===== src/rtl/rr_reg_arbiter_pkg.sv =====
// rtl/rr_reg_arbiter_pkg.sv - shared types and rotate-from-pointer pick function for rr_reg_arbiter
package rr_arb_pkg;

    typedef enum logic [1:0] {IDLE, GRANT, BURST} arb_state_e;

    localparam int PICK_MAX = 32;
    localparam int PICK_IW  = $clog2(PICK_MAX);

    typedef struct packed {
        logic               found;
        logic [PICK_IW-1:0] idx;
    } pick_t;

    // First set bit of req[0 +: n] scanning upward from ptr, wrapping at n.
    function automatic pick_t rr_pick(input logic [PICK_MAX-1:0] req, input int ptr, input int n);
        pick_t r;
        int    k;
        r = '0;
        for (int i = PICK_MAX - 1; i >= 0; i--) begin
            k = ptr + i;
            if (k >= n) k = k - n;
            if (i < n && k >= 0 && k < PICK_MAX && req[k[PICK_IW-1:0]]) begin
                r.found = 1'b1;
                r.idx   = k[PICK_IW-1:0];
            end
        end
        return r;
    endfunction

endpackage


===== src/rtl/rr_reg_arbiter_if.sv =====
// rtl/rr_reg_arbiter_if.sv - requester/grant/output bundle between producers and rr_reg_arbiter
interface rr_reg_arbiter_if #(
    parameter int N_REQ = 4,
    parameter int WIDTH = 8
);
    localparam int OW = (N_REQ > 1) ? $clog2(N_REQ) : 1;

    logic [N_REQ-1:0]       req;
    logic [N_REQ-1:0]       lock;
    logic [N_REQ*WIDTH-1:0] data;
    logic [N_REQ-1:0]       gnt;
    logic [OW-1:0]          owner;
    logic [WIDTH-1:0]       O;
    logic                   O_valid;

    modport master (output req, lock, data, input gnt, owner, O, O_valid);
    modport slave  (input req, lock, data, output gnt, owner, O, O_valid);
endinterface


===== src/rtl/rr_reg_arbiter_pick_enc.sv =====
// rtl/rr_reg_arbiter_pick_enc.sv - combinational rotate-from-ptr priority encoder
module rr_pick_enc
    import rr_arb_pkg::*;
#(
    parameter int N_REQ = 4,
    localparam int PW   = (N_REQ > 1) ? $clog2(N_REQ) : 1
) (
    input  logic [N_REQ-1:0] req,
    input  logic [PW-1:0]    ptr,
    output logic             found,
    output logic [PW-1:0]    idx
);
    pick_t p;

    always_comb begin
        p     = rr_pick(PICK_MAX'(req), int'(ptr), N_REQ);
        // range guard keeps the unused upper index bits from being silently dropped
        found = p.found && (int'(p.idx) < N_REQ);
        idx   = p.idx[PW-1:0];
    end
endmodule


===== src/rtl/rr_reg_arbiter.sv =====
// rtl/rr_reg_arbiter.sv - round-robin arbiter owning a shared output register; INLINE_ASSERT_EN embeds SVA checks
module rr_reg_arbiter
    import rr_arb_pkg::*;
#(
    parameter int N_REQ     = 4,
    parameter int WIDTH     = 8,
    parameter int MAX_BURST = 4
) (
    input logic            CLK,
    input logic            RESET,
    rr_reg_arbiter_if.slave bus
);
    localparam int PW = (N_REQ > 1) ? $clog2(N_REQ) : 1;
    localparam int BW = (MAX_BURST > 1) ? $clog2(MAX_BURST) : 1;

    arb_state_e       state, state_nxt;
    logic [N_REQ-1:0] gnt_q, gnt_nxt, own_oh, pick_req;
    logic [PW-1:0]    owner_q, owner_nxt, ptr_q, ptr_nxt, rel_ptr, pick_ptr, pick_idx;
    logic [BW-1:0]    burst_q, burst_nxt;
    logic [WIDTH-1:0] o_q, o_nxt;
    logic             ov_q, ov_nxt, pick_found, release_w;
    logic [WIDTH-1:0] data_a [N_REQ];

    for (genvar i = 0; i < N_REQ; i++) begin : g_data
        assign data_a[i] = bus.data[i*WIDTH +: WIDTH];
    end

    always_comb begin
        own_oh          = '0;
        own_oh[owner_q] = 1'b1;
    end

    // Re-pick on release starts after the released owner and excludes it.
    assign rel_ptr  = (owner_q == PW'(N_REQ - 1)) ? '0 : owner_q + 1'b1;
    assign pick_ptr = (state == IDLE) ? ptr_q : rel_ptr;
    assign pick_req = (state == IDLE) ? bus.req : (bus.req & ~own_oh);

    rr_pick_enc #(.N_REQ(N_REQ)) u_pick (
        .req   (pick_req),
        .ptr   (pick_ptr),
        .found (pick_found),
        .idx   (pick_idx)
    );

    always_comb begin
        state_nxt = state;
        gnt_nxt   = gnt_q;
        owner_nxt = owner_q;
        ptr_nxt   = ptr_q;
        burst_nxt = burst_q;
        o_nxt     = o_q;
        ov_nxt    = 1'b0;
        release_w = 1'b0;
        case (state)
            IDLE: begin
                if (pick_found) begin
                    gnt_nxt           = '0;
                    gnt_nxt[pick_idx] = 1'b1;
                    owner_nxt         = pick_idx;
                    state_nxt         = GRANT;
                end
            end
            GRANT, BURST: begin
                if (bus.req[owner_q]) begin
                    o_nxt  = data_a[owner_q];
                    ov_nxt = 1'b1;
                    if (bus.lock[owner_q] && (burst_q < BW'(MAX_BURST - 1))) begin
                        burst_nxt = burst_q + 1'b1;
                        state_nxt = BURST;
                    end else begin
                        release_w = 1'b1;
                    end
                end else begin
                    release_w = 1'b1;
                end
                if (release_w) begin
                    ptr_nxt   = rel_ptr;
                    burst_nxt = '0;
                    gnt_nxt   = '0;
                    if (pick_found) begin
                        gnt_nxt[pick_idx] = 1'b1;
                        owner_nxt         = pick_idx;
                        state_nxt         = GRANT;
                    end else begin
                        state_nxt = IDLE;
                    end
                end
            end
            default: begin
                gnt_nxt   = '0;
                state_nxt = IDLE;
            end
        endcase
    end

    always_ff @(posedge CLK) begin
        if (RESET) begin
            state   <= IDLE;
            gnt_q   <= '0;
            owner_q <= '0;
            ptr_q   <= '0;
            burst_q <= '0;
            o_q     <= '0;
            ov_q    <= 1'b0;
        end else begin
            state   <= state_nxt;
            gnt_q   <= gnt_nxt;
            owner_q <= owner_nxt;
            ptr_q   <= ptr_nxt;
            burst_q <= burst_nxt;
            o_q     <= o_nxt;
            ov_q    <= ov_nxt;
        end
    end

    assign bus.gnt     = gnt_q;
    assign bus.owner   = owner_q;
    assign bus.O       = o_q;
    assign bus.O_valid = ov_q;

`ifdef INLINE_ASSERT_EN
    localparam int MAX_WAIT = (N_REQ - 1) * MAX_BURST + 1;

    a_onehot: assert property (@(posedge CLK) disable iff (RESET) $onehot0(bus.gnt));
    a_xfer:   assert property (@(posedge CLK) disable iff (RESET) (|(bus.req & bus.gnt)) |-> ##1 bus.O_valid);
    a_valid:  assert property (@(posedge CLK) disable iff (RESET) bus.O_valid |-> $past(|(bus.req & bus.gnt)));
    a_burst:  assert property (@(posedge CLK) disable iff (RESET) int'(burst_q) < MAX_BURST);

    for (genvar i = 0; i < N_REQ; i++) begin : g_live
        a_live: assert property (@(posedge CLK) disable iff (RESET)
            (bus.req[i] && !bus.gnt[i]) |-> ##[1:MAX_WAIT] (bus.gnt[i] || !bus.req[i]));
    end
`endif
endmodule

===== src/flat_wrapper.sv =====
// flat-port wrapper written by rule: the top's interface ports become plain ports
module rr_reg_arbiter_flat import rr_arb_pkg::*;
#(
    parameter int N_REQ     = 4,
    parameter int WIDTH     = 8,
    parameter int MAX_BURST = 4
)
  (CLK, RESET, bus_req, bus_lock, bus_data, bus_gnt, bus_owner, bus_O, bus_O_valid);
  rr_reg_arbiter_if #(.N_REQ(N_REQ), .WIDTH(WIDTH)) bus_i ();
  input logic CLK;
  input logic RESET;
  input wire logic [$bits(bus_i.req)-1:0] bus_req;
  input wire logic [$bits(bus_i.lock)-1:0] bus_lock;
  input wire logic [$bits(bus_i.data)-1:0] bus_data;
  output wire logic [$bits(bus_i.gnt)-1:0] bus_gnt;
  output wire logic [$bits(bus_i.owner)-1:0] bus_owner;
  output wire logic [$bits(bus_i.O)-1:0] bus_O;
  output wire logic [$bits(bus_i.O_valid)-1:0] bus_O_valid;
  assign bus_i.req = bus_req;
  assign bus_i.lock = bus_lock;
  assign bus_i.data = bus_data;
  assign bus_gnt = bus_i.gnt;
  assign bus_owner = bus_i.owner;
  assign bus_O = bus_i.O;
  assign bus_O_valid = bus_i.O_valid;
  rr_reg_arbiter #(.N_REQ(N_REQ), .WIDTH(WIDTH), .MAX_BURST(MAX_BURST)) u_core (.CLK(CLK), .RESET(RESET), .bus(bus_i));
endmodule

===== config.mk =====
export PLATFORM = sky130hd
export DESIGN_NAME = rr_reg_arbiter_flat
export DESIGN_NICKNAME = d
export VERILOG_FILES = /design/src/rtl/rr_reg_arbiter_pkg.sv /design/src/rtl/rr_reg_arbiter_if.sv /design/src/rtl/rr_reg_arbiter_pick_enc.sv /design/src/rtl/rr_reg_arbiter.sv /design/src/flat_wrapper.sv
export SDC_FILE = /design/constraint.sdc
export NUM_CORES = 1
export LEC_CHECK = 0
export CAP_MARGIN = 20
export CORE_MARGIN = 2
export CORE_UTILIZATION = 55
export CTS_CLUSTER_DIAMETER = 100
export DETAILED_ROUTE_END_ITERATION = 7
export DONT_BUFFER_PORTS = 1
export PLACE_DENSITY = 0.7
export SLEW_MARGIN = 10
export SYNTH_ARGS = -nofsm -noshare
export SYNTH_HDL_FRONTEND = slang
export SYNTH_HIERARCHICAL = 1
export SYNTH_SLANG_ARGS = --single-unit

===== constraint.sdc =====
create_clock -name CLK -period 3.65 [get_ports CLK]
set_input_delay 0.5475 -clock CLK [delete_from_list [all_inputs] [get_ports CLK]]
set_output_delay 0.5475 -clock CLK [all_outputs]
set_load 0.02 [all_outputs]

== Word level (Yosys, flattened, before mapping) ==
Index checks and enable logic that the tools add are counted.
Storage, ports and cells
  bits in read-only memories: 0
  RAM bits: 0
  output and inout port bits: 15
  latch bits: 0
  logic and storage cells: 124
  input bits: 42
  memories kept: 0
  register bits: 21
Operators by class
  add/subtract/negate cells: 9
  equal/unequal tests: 7
  mux-type cells: 50
  bitwise gates (word level): 4
  reductions and logical operators: 24
  divide/modulo/power cells: 0
  shifts and indexed selects: 0
  multiply operators: 0
  order comparisons: 23
Operator list (number)
  $ge A32 B1 Y1 const B: 4
  $lt A32 B7 Y1 const B: 4
  $mux W32: 4
  $lt A5 B6 Y1 const B: 4
  $mux W6: 4
  $mux W2: 11
  $bmux W1 S5: 4
  $bmux W8 S2: 1
  $mux W4: 4
  $mux W8: 2
  $mux W1: 13
  $ge A3 B3 Y1 const B: 4
  $logic_and A1 B1 Y1: 12
  $sub A3 B3 Y4 const B: 3
  $pmux W2 S2: 2
  $pmux W4 S2: 1
  $reduce_and A2 Y1: 4
  $add A2 B2 Y3 const B: 2
  $lt A2 B3 Y1 const B: 2
  $ne A3 B1 Y1 const B: 2
  $reduce_and A3 Y1: 2
  $reduce_bool A2 Y1: 3
  $lt A5 B3 Y1 const B: 1
  $add A2 B1 Y2 const B: 2
  16 further kinds: 22

== Depth between registers and ports, before layout ==
Gate-level depths: netlist of run 1.
  depth after elaboration: 21
  depth in mapped cells: 16
  gate-level depth less buffers: 14

== Modules after synthesis ==
The synthesis of run 1 kept the hierarchy.
Modules (own cells, without submodules)
  rr_reg_arbiter: times used 1, area an instance 1351.3 um^2, cells an instance 148
  rr_pick_enc: times used 1, area an instance 320.3 um^2, cells an instance 39

== Least setup slack after synthesis of run 1 ==
No wires, ideal clock.
  path kind: flip-flop to flip-flop
  start: register u_core.owner_q[0], in the netlist u_core/bus.owner[0]
  end: register u_core.owner_q[0], in the netlist u_core/bus.owner[0]
  setup slack: 354 ps
  period minus slack after synthesis: 3296 ps
  arrival: 3190 ps
  stages on the path, launching flop included: 16
  cell sequence: dfxtp_1 -> buf_6 -> buf_2 -> inv_1 -> ha_1 -> mux2_2 -> inv_1 -> ha_1 -> mux4_2 -> and2_0 -> o21ai_1 -> a22o_1 -> nor2b_1 -> nor2b_1 -> o21ai_0 -> o311ai_0
Between the ends
  elaborated cells on any way between the ends: 70
  classes of those cells: add/sub (8); order compare (15); eq/ne (2); mux (31); bitwise (2); reduce/logical (12)
RTL lines
  from (decl): RTL line rr_reg_arbiter.sv:18  | logic [PW-1:0] owner_q, owner_nxt, ptr_q, ptr_nxt, rel_ptr, pick_ptr, pick_idx;
  from (signal assigned): RTL line rr_reg_arbiter.sv:108  | owner_q <= owner_nxt;
  $add A2 B1 Y2 or $eq A2 B2 Y1 (tied branches): RTL line rr_reg_arbiter.sv:34  | assign rel_ptr = (owner_q == PW'(N_REQ - 1)) ? '0 : owner_q + 1'b1;
  $mux W2 *: RTL line rr_reg_arbiter.sv:34
  named net u_core.rel_ptr[1]: RTL line rr_reg_arbiter.sv:18
  $mux W2 *: RTL line rr_reg_arbiter.sv:35  | assign pick_ptr = (state == IDLE) ? ptr_q : rel_ptr;
  named net u_core.pick_ptr[1]: RTL line rr_reg_arbiter.sv:18
  $add A2 B2 Y3: RTL line rr_reg_arbiter_pkg.sv:20  | k = ptr + i;
  $sub A3 B3 Y4 or $ge A3 B3 Y1 (tied branches): RTL line rr_reg_arbiter_pkg.sv:21  | if (k >= n) k = k - n;
  $mux W32: RTL line rr_reg_arbiter_pkg.sv:21
  [3 not listed]
  $mux W6 (3 in a row): RTL line rr_reg_arbiter_pkg.sv:22  | if (i < n && k >= 0 && k < PICK_MAX && req[k[PICK_IW-1:0]]) begin
  $mux W6 *: RTL line rr_reg_arbiter_pkg.sv:22
  named net u_core.pick_idx[0]: RTL line rr_reg_arbiter.sv:18
  $lt A5 B3 Y1: RTL line rr_reg_arbiter_pick_enc.sv:18  | found = p.found && (int'(p.idx) < N_REQ);
  $logic_and A1 B1 Y1: RTL line rr_reg_arbiter_pick_enc.sv:18
  $mux W2 *: RTL line rr_reg_arbiter.sv:56, rr_reg_arbiter.sv:80
  $mux W2: RTL line rr_reg_arbiter.sv:76  | if (release_w) begin
  $pmux W2 S2 *: RTL line rr_reg_arbiter.sv:54  | case (state)
The timed path passes the listed nets; every way through them passes the cells marked *. The select of a mux whose other input is x is not followed.
A chain may end at the register's enable or synchronous reset.

== Worst setup path after layout of run 1 ==
  start: register u_core.owner_q[0], in the netlist u_core/bus.owner[0]
  end: register u_core.owner_q[1], in the netlist u_core/bus.owner[1]
Between the ends
  elaborated cells on any way between the ends: 70
  classes of those cells: add/sub (8); order compare (15); eq/ne (2); mux (31); bitwise (2); reduce/logical (12)
RTL lines
  $add A2 B1 Y2 or $eq A2 B2 Y1 (tied branches): RTL line rr_reg_arbiter.sv:34
  $mux W2 *: RTL line rr_reg_arbiter.sv:34
  named net u_core.rel_ptr[1]: RTL line rr_reg_arbiter.sv:18
  $mux W2 *: RTL line rr_reg_arbiter.sv:35
  named net u_core.pick_ptr[1]: RTL line rr_reg_arbiter.sv:18
  $add A2 B2 Y3: RTL line rr_reg_arbiter_pkg.sv:20
  $sub A3 B3 Y4 or $ge A3 B3 Y1 (tied branches): RTL line rr_reg_arbiter_pkg.sv:21
  $mux W32: RTL line rr_reg_arbiter_pkg.sv:21
  [3 not listed]
  $mux W6 (3 in a row): RTL line rr_reg_arbiter_pkg.sv:22
  $mux W6 *: RTL line rr_reg_arbiter_pkg.sv:22
  $lt A5 B3 Y1: RTL line rr_reg_arbiter_pick_enc.sv:18
  $logic_and A1 B1 Y1 *: RTL line rr_reg_arbiter_pick_enc.sv:18
  named net u_core.pick_found: RTL line rr_reg_arbiter.sv:21  | logic ov_q, ov_nxt, pick_found, release_w;
  $mux W2 *: RTL line rr_reg_arbiter.sv:56, rr_reg_arbiter.sv:80
  $mux W2: RTL line rr_reg_arbiter.sv:76
  $pmux W2 S2 *: RTL line rr_reg_arbiter.sv:54
Marked as above.

==> results of run 1 <==
[metrics by stage]
| step | instance area, µm² | total power, W | std cells |
|---|---|---|---|
| floorplan | 1670 | 0.00137 | 187 |
| global placement | 1680 | 0.00150 | 214 |
| detailed placement | 1680 | 0.00155 | 214 |
| CTS | 1700 | 0.00167 | 218 |
| global route | 1700 | 0.00182 | 218 |
| finish | 1700 | 0.00168 | 218 |
[cell families (layout without fill, tap and decap cells)]
group / Yosys count / count (layout)
mux: 26 / 26
compound gates: 43 / 43
fa+ha+maj: 12 / 12
simple gates: 66 / 66
buf+inv: 19 / 17
flops: 21 / 21
[registers in the layout, summed over array words and instances, names as in the netlist]
name                count
u_core/bus.O            8
u_core/bus.gnt          4
u_core/burst_q          2
u_core/bus.owner        2
u_core/ptr_q            2
u_core/state            2
u_core/bus.O_valid      1
[placed cells by master (no fill, tap or decap), types with 3 or more instances in the layout]
| master | n |
|---|---|
| o21ai_0 | 4 |
| and2_1 | 3 |
| mux4_2 | 8 |
| a21boi_0 | 5 |
| nor2_1 | 5 |
| nor3_1 | 4 |
| inv_1 | 9 |
| o22ai_1 | 3 |
| nand2_1 | 35 |
| mux2_2 | 6 |
| buf_4 | 4 |
| ha_1 | 12 |
| dfxtp_1 | 21 |
| nor2b_1 | 3 |
| a31oi_1 | 3 |
| nand2b_1 | 4 |
| mux2i_1 | 10 |
| a21oi_1 | 15 |
| clkbuf_4 | 3 |
[cell type report]
cell class | count | share of cell area [%]
inverter | 9 | 1.98
multi-input combinational | 147 | 67.6
clock buffer | 4 | 1.54
tap | 33 | 2.42
timing repair buffer | 4 | 1.76
sequential | 21 | 24.7
[power breakdown]
part,internal (W),switching (W)
clock,0.0000425,0.0000687
sequential,0.000296,0.0000868
combinational,0.000522,0.000660
total,0.000861,0.000816
[routing by layer]
metal  vias to the layer above  routed length (µm)  GRT usage (%)
li1                        678                   -              -
met3                         4                 355           5.46
met1                       652                1540           26.0
met5                         -                   0              0
met4                         0                  23           5.84
met2                        66                1770           38.4
[final timing paths]
| path | cells after the start | from | end | slack (ps) |
|---|---|---|---|---|
| worst max-delay path | 12 | u_core/bus.owner[0] | u_core/bus.owner[1] | 310 |
| worst min-delay path | 1 | RESET | u_core/bus.O[0] | 300 |
| worst max register to register | 12 | u_core/bus.owner[0] | u_core/bus.owner[1] | 310 |
| worst min register to register | 2 | u_core/ptr_q[1] | u_core/ptr_q[1] | 470 |
[cell usage after synthesis, drive strengths merged]
cell / n
a21boi: 6
a21oi: 16
a22o: 1
a22oi: 2
a31oi: 3
and2: 5
buf: 5
clkbuf: 5
dfxtp: 21
ha: 12
inv: 9
mux2: 6
mux2i: 10
mux4: 10
nand2: 35
nand2b: 4
nand4: 2
nor2: 5
nor2b: 3
nor3: 4
nor3b: 2
nor4b: 2
o211ai: 1
o21ai: 5
o221ai: 1
o22a: 1
o22ai: 3
o311ai: 2
o31ai: 2
or2: 1
or3: 1
or3b: 1
or4: 1
==> key figures, run 1 <==
Status
  • Outcome: finished clean

Placed design
  • Pre-CTS WS: 367 ps
  • RePlAce Congestion: 0.887
  • Port-buffer cells: 0
  • Hpwl dp: 2910 µm

Route
  • Routed WL: 3690 µm
  • DR pass1 iterations: 4
  • Vias/cell: 6.42
  • Final ANT Viol Nets: 0
  • Detailed router's first-iteration violation count: 89
  • Wire per inst: 16.9 µm
  • Residual DRC: 0
  • Via count: 1400

Synth
  • Sequential element share of the synthesized area: 25.1%
  • Synth Area in Simple Gates: 19.2%
  • Post-synthesis compound-gate area fraction: 16.8%
  • Synth Area in Adders: 8.98%
  • Syn_area_per_cell: 8.94 µm²
  • Synth area leaders: dfxtp_1 25%, mux4_2 11%, ha_1 9.0%, nand2_1 7.9%, mux2i_1 6.0%
  • Yosys warns: 6
  • Register bit total from synthesis: 21
  • Synthesized instance count: 187
  • Top-area cell type share of the netlist area: 25.1%
  • Syn_nets: 241
  • Unique masters post-synth: 41
  • Mux share of post-synthesis cell area: 24.0%
  • Post-synthesis xor/xnor area fraction: 0%
  • Largest area contributor in the netlist: dfxtp_1
  • Synthesized area: 1670 µm²
  • Largest family of logic cells by synthesized area: multiplexers

Timing
  • WHS: 301 ps
  • RSZ-0062 raised after global routing: false
  • Final setup fails: 0
  • Final Max Tran Viols: 0
  • Final period util: 91.5%
  • Tmin final: 3340 ps
  • Clock Skews: 6.42 ps
  • Worst-margin pin slew: 659 ps
  • Rel. slew slack: 55.7%
  • Fmax: 300 MHz
  • Setup_tns: 0 ps
  • Final hold vios: 0
  • Setup ws final: 312 ps

Cells and area
  • Antenna cells: 0
  • Layout cells sized above 1: 13.5%
  • Filler Cell Count: 271
  • Sequential cell area: 420 µm²
  • Final nets: 240
  • Post-layout util: 57.2%
  • Footprint of the multi-input gates: 1150 µm²
  • Area grow syn2layout: 1.95%

CTS
  • CTS Hold Buffers Added: 0
  • CTS max path bufs: 2
  • TritonCTS sink count: 21
  • CTS resizes: 0
  • H-tree Lvls: 1
  • # Post-CTS Setup Buffers: 0
  • Worst-skew pair later-pin latency: 300 ps
  • CTS tree: done
  • Root Buffer: clkbuf_4
  • Clock Pin Slew Worst Setup and Hold Paths: 120 ps
  • Cts bufs inserted: 3

Floorplanning
  • Chip width: 59.1 µm
  • Die Ht: 59.1 µm
  • Die ar.: 3500 µm²
  • Num rows: 20
  • Starting Density: 56.1%
  • IO Pins: 57
  • Core ar.: 2980 µm²

Worst setup path
  • Crit-path slowest cell: dfxtp_1
  • Critical Path Fanout Max: 10
  • Path type of the worst setup path: flip-flop to flip-flop
  • CP bufs+invs: 2
  • Startpoint types: flip-flop
  • Crit path required time: 3830 ps
  • Family with the most delay on the worst path: compound AO/OA/AOI/OAI gates
  • CP cell instances: inv_1 -> ha_1 -> mux2_2 -> inv_1 -> ha_1 -> a21boi_0 -> a22oi_1 -> nand4_1 -> o21ai_0 -> nor4b_1 -> a31oi_1 -> o311ai_0
  • CP Capture Type: flip-flop
  • Largest stage delay, worst path: 590 ps
  • WP data arrival: 3520 ps

Power
  • PwrDens: 984 nW/µm²
  • Worst VDD drop: 553 µV
  • Pleak: 0.644 nW

Global routing
  • First-pass GRT wire length: 5920 µm
  • Antenna violations before repair: 0
  • Total grt overflow: 0
  • Total GRT Usage: 21.7%
  • Largest net degree at the start of global routing: 24
  • Vias in the first global route: 1389

Job
  • MaxCap Viol Count: 0

Min path
  • Type of the most critical hold path: input pin to flip-flop
Note: power is estimated with default switching activity, not from simulation.
==> run 2, diff against run 1 <==
- ABC_AREA: not set -> 1
- CELL_PAD_IN_SITES_DETAIL_PLACEMENT: not set -> 0
- CELL_PAD_IN_SITES_GLOBAL_PLACEMENT: not set -> 1
- CORE_UTILIZATION: 55 -> 40
- PLACE_DENSITY: 0.7 -> 0.74
==> run 2 against run 1 <==
Effect of this change:
- sequential share of layout area is 1.9 points lower
- global-route usage decreased by 5.0 points
- die area increased by 41%
- power is 24% higher
- synthesized area rose by 4.6%
- worst hold slack improved by 40 ps
- critical path depth is 3 higher
- largest power group unchanged
==> key figures, run 2 <==
Worst setup path
  • Largest stage delay, worst path: 650 ps (was 590 ps)
  • Startpoint types: flip-flop (unchanged)
  • Path type of the worst setup path: flip-flop to flip-flop (unchanged)
  • CP most frequent cell: inv_1
  • Crit path required time: 3860 ps (was 3830 ps)
  • Reg2reg setup slack: 610 ps (was 310 ps)
  • WP data arrival: 3240 ps (was 3520 ps)
  • CP cell instances: inv_2 -> ha_1 -> inv_1 -> o21ai_0 -> inv_1 -> ha_1 -> inv_1 -> o22ai_2 -> o21ai_0 -> inv_1 -> a21oi_2 -> inv_1 -> nor4_1 -> nor2_1 -> nor2_1 (was inv_1 -> ha_1 -> mux2_2 -> inv_1 -> ha_1 -> a21boi_0 -> a22oi_1 -> nand4_1 -> o21ai_0 -> nor4b_1 -> a31oi_1 -> o311ai_0)
  • Crit-path slowest cell: dfxtp_1 (unchanged)
  • Critical Path Fanout Max: 10 (unchanged)
  • CP Capture Type: flip-flop (unchanged)

CTS
  • Worst-skew pair later-pin latency: 260 ps (was 300 ps)
  • TritonCTS sink count: 21 (unchanged)
  • H-tree Lvls: 1 (unchanged)
  • Clock Pin Slew Worst Setup and Hold Paths: 80 ps (was 120 ps)
  • # Post-CTS Setup Buffers: 0 (unchanged)
  • Cts bufs inserted: 3 (unchanged)
  • CTS resizes: 0 (unchanged)
  • CTS Hold Buffers Added: 0 (unchanged)
  • Root Buffer: clkbuf_8 (was clkbuf_4)
  • CTS max path bufs: 2 (unchanged)
  • CTS tree: done (unchanged)

Global routing
  • Largest net degree at the start of global routing: 22 (was 24)
  • Total grt overflow: 0 (unchanged)
  • Antenna violations before repair: 0 (unchanged)
  • Total GRT Usage: 16.7% (was 21.7%)
  • First-pass GRT wire length: 6700 µm (was 5920 µm)
  • Vias in the first global route: 1502 (was 1389)

Route
  • Final ANT Viol Nets: 0 (unchanged)
  • Vias/cell: 4.92 (was 6.42)
  • Via count: 1579 (was 1400)
  • Routed WL: 4040 µm (was 3690 µm)
  • Residual DRC: 0 (unchanged)
  • DR pass1 iterations: 4 (unchanged)
  • M1 WL: 2000 µm (was 1540 µm)
  • Top Metal Used: met4 (unchanged)
  • Met2 WL: 1800 µm (was 1770 µm)
  • Wire per inst: 12.6 µm (was 16.9 µm)
  • Detailed router's first-iteration violation count: 86 (was 89)
  • WL met3: 207 µm (was 355 µm)

Power
  • PwrDens: 1130 nW/µm² (was 984 nW/µm²)
  • Worst VDD drop: 401 µV (was 553 µV)
  • Pleak: 0.900 nW (was 0.644 nW)

Timing
  • Rel. slew slack: 66.0% (was 55.7%)
  • Fmax: 329 MHz (was 300 MHz)
  • Final hold vios: 0 (unchanged)
  • Worst-margin pin slew: 509 ps (was 659 ps)
  • Final setup fails: 0 (unchanged)
  • Clock Skews: 1.12 ps (was 6.42 ps)
  • Tmin final: 3040 ps (was 3340 ps)
  • Setup ws final: 614 ps (was 312 ps)
  • Final Max Tran Viols: 0 (unchanged)
  • Final period util: 83.2% (was 91.5%)
  • Setup_tns: 0 ps (unchanged)
  • RSZ-0062 raised after global routing: false (unchanged)

Cells and area
  • Number of flip-flops in the largest register: 8 (unchanged)
  • Most common cell after layout, fill and taps aside: nor2_1 (was nand2_1)
  • Final nets: 324 (was 240)
  • Antenna cells: 0 (unchanged)
  • Most frequent cells in the layout: 56 x nor2_1, 42 x nand2_1, 31 x inv_1 (was 35 x nand2_1, 21 x dfxtp_1, 15 x a21oi_1)
  • Layout cells sized above 1: 14.9% (was 13.5%)
  • Layout Cell Area excl Fill: 1840 µm² (was 1700 µm²)
  • Area grow syn2layout: 5.51% (was 1.95%)

Placed design
  • Hpwl dp: 3160 µm (was 2910 µm)
  • DP Area: 1800 µm² (was 1680 µm²)
  • Port-buffer cells: 0 (unchanged)
  • RePlAce Congestion: 0.899 (was 0.887)
  • Pre-CTS WS: 637 ps (was 367 ps)

Synth
  • Unique masters post-synth: 30 (was 41)
  • Syn_area_per_cell: 6.52 µm² (was 8.94 µm²)
  • Commonest cells post-synth: 56 x nor2_1, 42 x nand2_1, 31 x inv_1, 26 x o21ai_0, 21 x dfxtp_1 (was 35 x nand2_1, 21 x dfxtp_1, 15 x a21oi_1, 12 x ha_1, 10 x mux2i_1)
  • Largest area contributor in the netlist: dfxtp_1 (unchanged)
  • Post-synth ARST share: 0% (unchanged)
  • Syn_nets: 322 (was 241)
  • Synth area leaders: dfxtp_1 24%, nor2_1 12%, nand2_1 9.0%, ha_1 8.6%, o21ai_0 7.4% (was dfxtp_1 25%, mux4_2 11%, ha_1 9.0%, nand2_1 7.9%, mux2i_1 6.0%)
  • Synthesized area: 1750 µm² (was 1670 µm²)
  • Sequential element share of the synthesized area: 24.1% (was 25.1%)
  • Synthesized instance count: 268 (was 187)
  • Register bit total from synthesis: 21 (unchanged)
  • Prevailing post-synth register cell: dfxtp_1 (unchanged)
  • Most used standard cell by instance count after synthesis: nor2_1 (was nand2_1)
  • Yosys warns: 6 (unchanged)
  • Top-area cell type share of the netlist area: 24.1% (was 25.1%)
  • Post-synth EDFFs: 0 (unchanged)

Status
  • Outcome: finished clean (unchanged)

Floorplanning
  • Starting Density: 40.7% (was 56.1%)
  • Chip width: 70.1 µm (was 59.1 µm)
  • IO Pins: 57 (unchanged)
  • Core ar.: 4290 µm² (was 2980 µm²)
  • Die ar.: 4910 µm² (was 3500 µm²)
  • Die Ht: 70.1 µm (was 59.1 µm)
  • Num rows: 24 (was 20)

Min path
  • Type of the most critical hold path: input pin to flip-flop (unchanged)

Job
  • MaxCap Viol Count: 0 (unchanged)
run 2: through the flow:
step	utilization, %	hold WS [ps]	total power [W]	instances
after floorplan	-	441	0.00165	268
after global placement	41.8	455	0.00195	317
after detailed placement	41.8	465	0.00193	317
after CTS	42.9	335	0.00210	321
after global routing	42.9	332	0.00233	321
final	42.9	341	0.00209	321
run 2: cell families (layout without fill, tap and decap cells):
kind of cell               count (synthesis)  after routing  share of synthesized area (%)
buffers and inverters                     45             46                           11.5
and+or+nand+nor                          139            139                           38.4
adders and majority gates                 12             12                           8.59
DFF                                       21             21                           24.1
AOI/OAI and AO/OA                         51             51                           17.5
run 2: path summary, 6_finish.rpt:
check / start / end / cells after the start
hold reg to reg: u_core/burst_q[1] / u_core/burst_q[1] / 2
setup / recovery: u_core/bus.owner[0] / u_core/bus.gnt[2] / 15
hold / removal: RESET / u_core/burst_q[1] / 1
setup reg to reg: u_core/bus.owner[0] / u_core/bus.gnt[2] / 15
run 2: per-layer routing:
metal | track usage (%) | vias to the layer above
met5 | 0 | -
met4 | 4.49 | 0
met3 | 2.60 | 4
met2 | 26.0 | 35
met1 | 24.0 | 678
li1 | - | 862
run 2: worst max-delay path, delay by kind of cell (launching register included):
family | cells | cell delay [ps]
and+or+nand+nor | 3 | 520
DFF | 1 | 650
buffers and inverters | 6 | 530
AOI/OAI and AO/OA | 4 | 670
adders and majority gates | 2 | 600
run 2: where the power goes:
| group | total, W | switching [W] | internal [W] |
|---|---|---|---|
| clock network | 0.000158 | 0.0000811 | 0.0000772 |
| logic | 0.00148 | 0.000948 | 0.000536 |
| registers | 0.000444 | 0.000128 | 0.000315 |
| total | 0.00209 | 0.00116 | 0.000929 |
run 2: layout make-up:
| class | instances | area (µm²) |
|---|---|---|
| inverter | 36 | 138 |
| timing repair buffer | 6 | 45.0 |
| clock buffer | 3 | 41.3 |
| clock inverter | 1 | 7.51 |
| multi-input combinational | 202 | 1130 |
| fill | 463 | 2450 |
| sequential | 21 | 420 |
| tap | 52 | 65.1 |
==> run 3, diff against run 2 <==
- CORE_UTILIZATION: 40 -> 39
- PLACE_DENSITY: 0.74 -> 0.75
- clock period: 3.65 -> 2.74 ns (I/O delays scaled with it)
==> run 3 against run 2 <==
Effect of this change:
- sequential power increased by 33%
- via count rose by 5.4%
- clock skew increased by 6.0 ps
- flip-flop and latch count did not move
- critical path depth rose by 2
- clock power is 32% higher
- routed wire length rose by 2.9%
- global-route usage grew 0.63 points
==> key figures, run 3 (same netlist as run 2, synthesis figures left out) <==
CTS
  • Worst-skew pair later-pin latency: 260 ps (about the same)
  • CTS max path bufs: 2 (unchanged)
  • TritonCTS sink count: 21 (unchanged)
  • H-tree Lvls: 1 (unchanged)
  • Cts bufs inserted: 3 (unchanged)
  • CTS tree: done (unchanged)
  • Clock Pin Slew Worst Setup and Hold Paths: 80 ps (about the same)
  • CTS Hold Buffers Added: 0 (unchanged)
  • Root Buffer: clkbuf_8 (unchanged)

Floorplanning
  • Core ar.: 4320 µm² (was 4290 µm²)
  • Die ar.: 5030 µm² (was 4910 µm²)
  • Starting Density: 40.4% (was 40.7%)
  • IO Pins: 57 (unchanged)
  • Die Ht: 70.9 µm (was 70.1 µm)
  • Chip width: 70.9 µm (was 70.1 µm)
  • Num rows: 24 (unchanged)

Global routing
  • Met3 Use GR: 2.14% (was 2.60%)
  • Vias in the first global route: 1527 (was 1502)
  • Busiest grt layer: met2 (unchanged)
  • Total grt overflow: 0 (unchanged)
  • Grt met2 use: 27.7% (was 26.0%)
  • Total GRT Usage: 17.3% (was 16.7%)
  • First-pass GRT wire length: 7060 µm (was 6700 µm)
  • Met1 Use GR: 24.1% (was 24.0%)
  • Largest net degree at the start of global routing: 18 (was 22)
  • Antenna violations before repair: 0 (unchanged)

Timing
  • Clock Skews: 7.14 ps (was 1.12 ps)
  • RSZ-0062 raised after global routing: true (was false)
  • Final period util: 91.0% (was 83.2%)
  • Tmin final: 2490 ps (was 3040 ps)
  • Rel. slew slack: 67.8% (was 66.0%)
  • Worst-margin pin slew: 483 ps (was 509 ps)
  • Final hold vios: 0 (unchanged)
  • Fmax: 401 MHz (was 329 MHz)
  • Final setup fails: 0 (unchanged)
  • Setup_tns: 0 ps (unchanged)
  • Final Max Tran Viols: 0 (unchanged)
  • WHS: 201 ps (was 341 ps)
  • Setup ws final: 247 ps (was 614 ps)

Worst setup path
  • Largest stage delay, worst path: 430 ps (was 650 ps)
  • Family with the most delay on the worst path: adder cells (was compound AO/OA/AOI/OAI gates)
  • Path type of the worst setup path: flip-flop to flip-flop (unchanged)
  • Critical Path Fanout Max: 8 (was 10)
  • Startpoint types: flip-flop (unchanged)
  • CP cell instances: inv_2 -> ha_1 -> inv_1 -> o21ai_4 -> inv_2 -> ha_4 -> inv_2 -> o22ai_2 -> inv_2 -> nand2_2 -> nand3_2 -> a21oi_4 -> inv_1 -> nand4_1 -> nand3_1 -> nand2_1 -> nor2_1 (was inv_2 -> ha_1 -> inv_1 -> o21ai_0 -> inv_1 -> ha_1 -> inv_1 -> o22ai_2 -> o21ai_0 -> inv_1 -> a21oi_2 -> inv_1 -> nor4_1 -> nor2_1 -> nor2_1)
  • WP data arrival: 2650 ps (was 3240 ps)
  • CP bufs+invs: 6 (unchanged)
  • Crit path required time: 2900 ps (was 3860 ps)
  • Crit-path slowest cell: dfxtp_4 (was dfxtp_1)
  • CP Capture Type: flip-flop (unchanged)
  • CP most frequent cell: inv_2 (was inv_1)

Route
  • Final ANT Viol Nets: 0 (unchanged)
  • Routed WL: 4160 µm (was 4040 µm)
  • DR pass1 iterations: 5 (was 4)
  • Residual DRC: 0 (unchanged)
  • Detailed router's first-iteration violation count: 93 (was 86)
  • Via count: 1665 (was 1579)
  • Wire per inst: 12.7 µm (was 12.6 µm)
  • Vias/cell: 5.09 (was 4.92)

Power
  • PwrDens: 1570 nW/µm² (was 1130 nW/µm²)
  • Pleak: 0.941 nW (was 0.900 nW)
  • Worst VDD drop: 459 µV (was 401 µV)

Cells and area
  • Most common cell after layout, fill and taps aside: nor2_1 (unchanged)
  • Area grow syn2layout: 12.5% (was 5.51%)
  • Layout Cell Area excl Fill: 1970 µm² (was 1840 µm²)
  • Number of flip-flops in the largest register: 8 (unchanged)
  • Filler Cell Count: 462 (was 463)
  • Antenna cells: 0 (unchanged)
  • Most frequent cells in the layout: 53 x nor2_1, 42 x nand2_1, 29 x inv_1 (was 56 x nor2_1, 42 x nand2_1, 31 x inv_1)
  • Layout cells sized above 1: 22.2% (was 14.9%)
  • Final nets: 330 (was 324)

Placed design
  • Port-buffer cells: 0 (unchanged)
  • RePlAce Congestion: 0.816 (was 0.899)
  • Pre-CTS WS: 159 ps (was 637 ps)
  • DP Area: 1840 µm² (was 1800 µm²)
  • Hpwl dp: 3260 µm (was 3160 µm)

Min path
  • Type of the most critical hold path: input pin to flip-flop (unchanged)

Job
  • MaxCap Viol Count: 0 (unchanged)

Status
  • Outcome: finished clean (unchanged)
[run 3: changes by cell type in the layout (fill, tap and decap cells not counted), moves of 3 or more]
cell | previous run | this run
buf_4 | 6 | 11
a21boi_0 | 4 | 1
a21boi_1 | 0 | 3
nor2_1 | 56 | 53
[run 3: final cells by class]
type	instances	area [µm²]	share of cell area [%]
clock buffers	3	41.3	2.10
inverters	36	138	7.00
multi-input cells	202	1200	61.0
repair buffers	12	87.6	4.46
flip-flops and latches	21	428	21.8
clock inverters	1	7.51	0.382
well taps	52	65.1	3.31
[run 3: path summary, 6_finish.rpt]
check                 startpoint                end  slack [ps]  cells past startpoint
max reg2reg  u_core/bus.owner[0]  u_core/bus.gnt[0]         250                     17
min reg2reg    u_core/burst_q[1]  u_core/burst_q[1]         470                      2
max          u_core/bus.owner[0]  u_core/bus.gnt[0]         250                     17
min                        RESET  u_core/burst_q[1]         200                      1
[run 3: what timing repair did]
item                       4_1_cts  5_1_grt
gates resized for setup          0       12
setup endpoints to repair        0        8
setup buffers                    0        5
[run 3: layer usage]
| metal | wire (µm) | share of wire [%] |
|---|---|---|
| met1 | 2030 | 49 |
| met2 | 1910 | 46 |
| met3 | 139 | 3.3 |
| met4 | 73 | 1.8 |
| met5 | 0 | 0 |
[run 3: report_power, final]
| part | switching [W] | internal, W | leakage [nW] |
|---|---|---|---|
| registers | 0.000162 | 0.000427 | 0.174 |
| clock network | 0.000107 | 0.000103 | 0.0217 |
| logic | 0.00141 | 0.000875 | 0.745 |
| total | 0.00168 | 0.00140 | 0.941 |
[run 3: metrics by stage]
stage	total power [W]	instances	util, %
global route	0.00344	327	45.5
CTS	0.00291	322	43.8
global placement	0.00270	318	42.7
floorplan	0.00230	268	-
detailed placement	0.00268	318	42.7
finish	0.00308	327	45.5
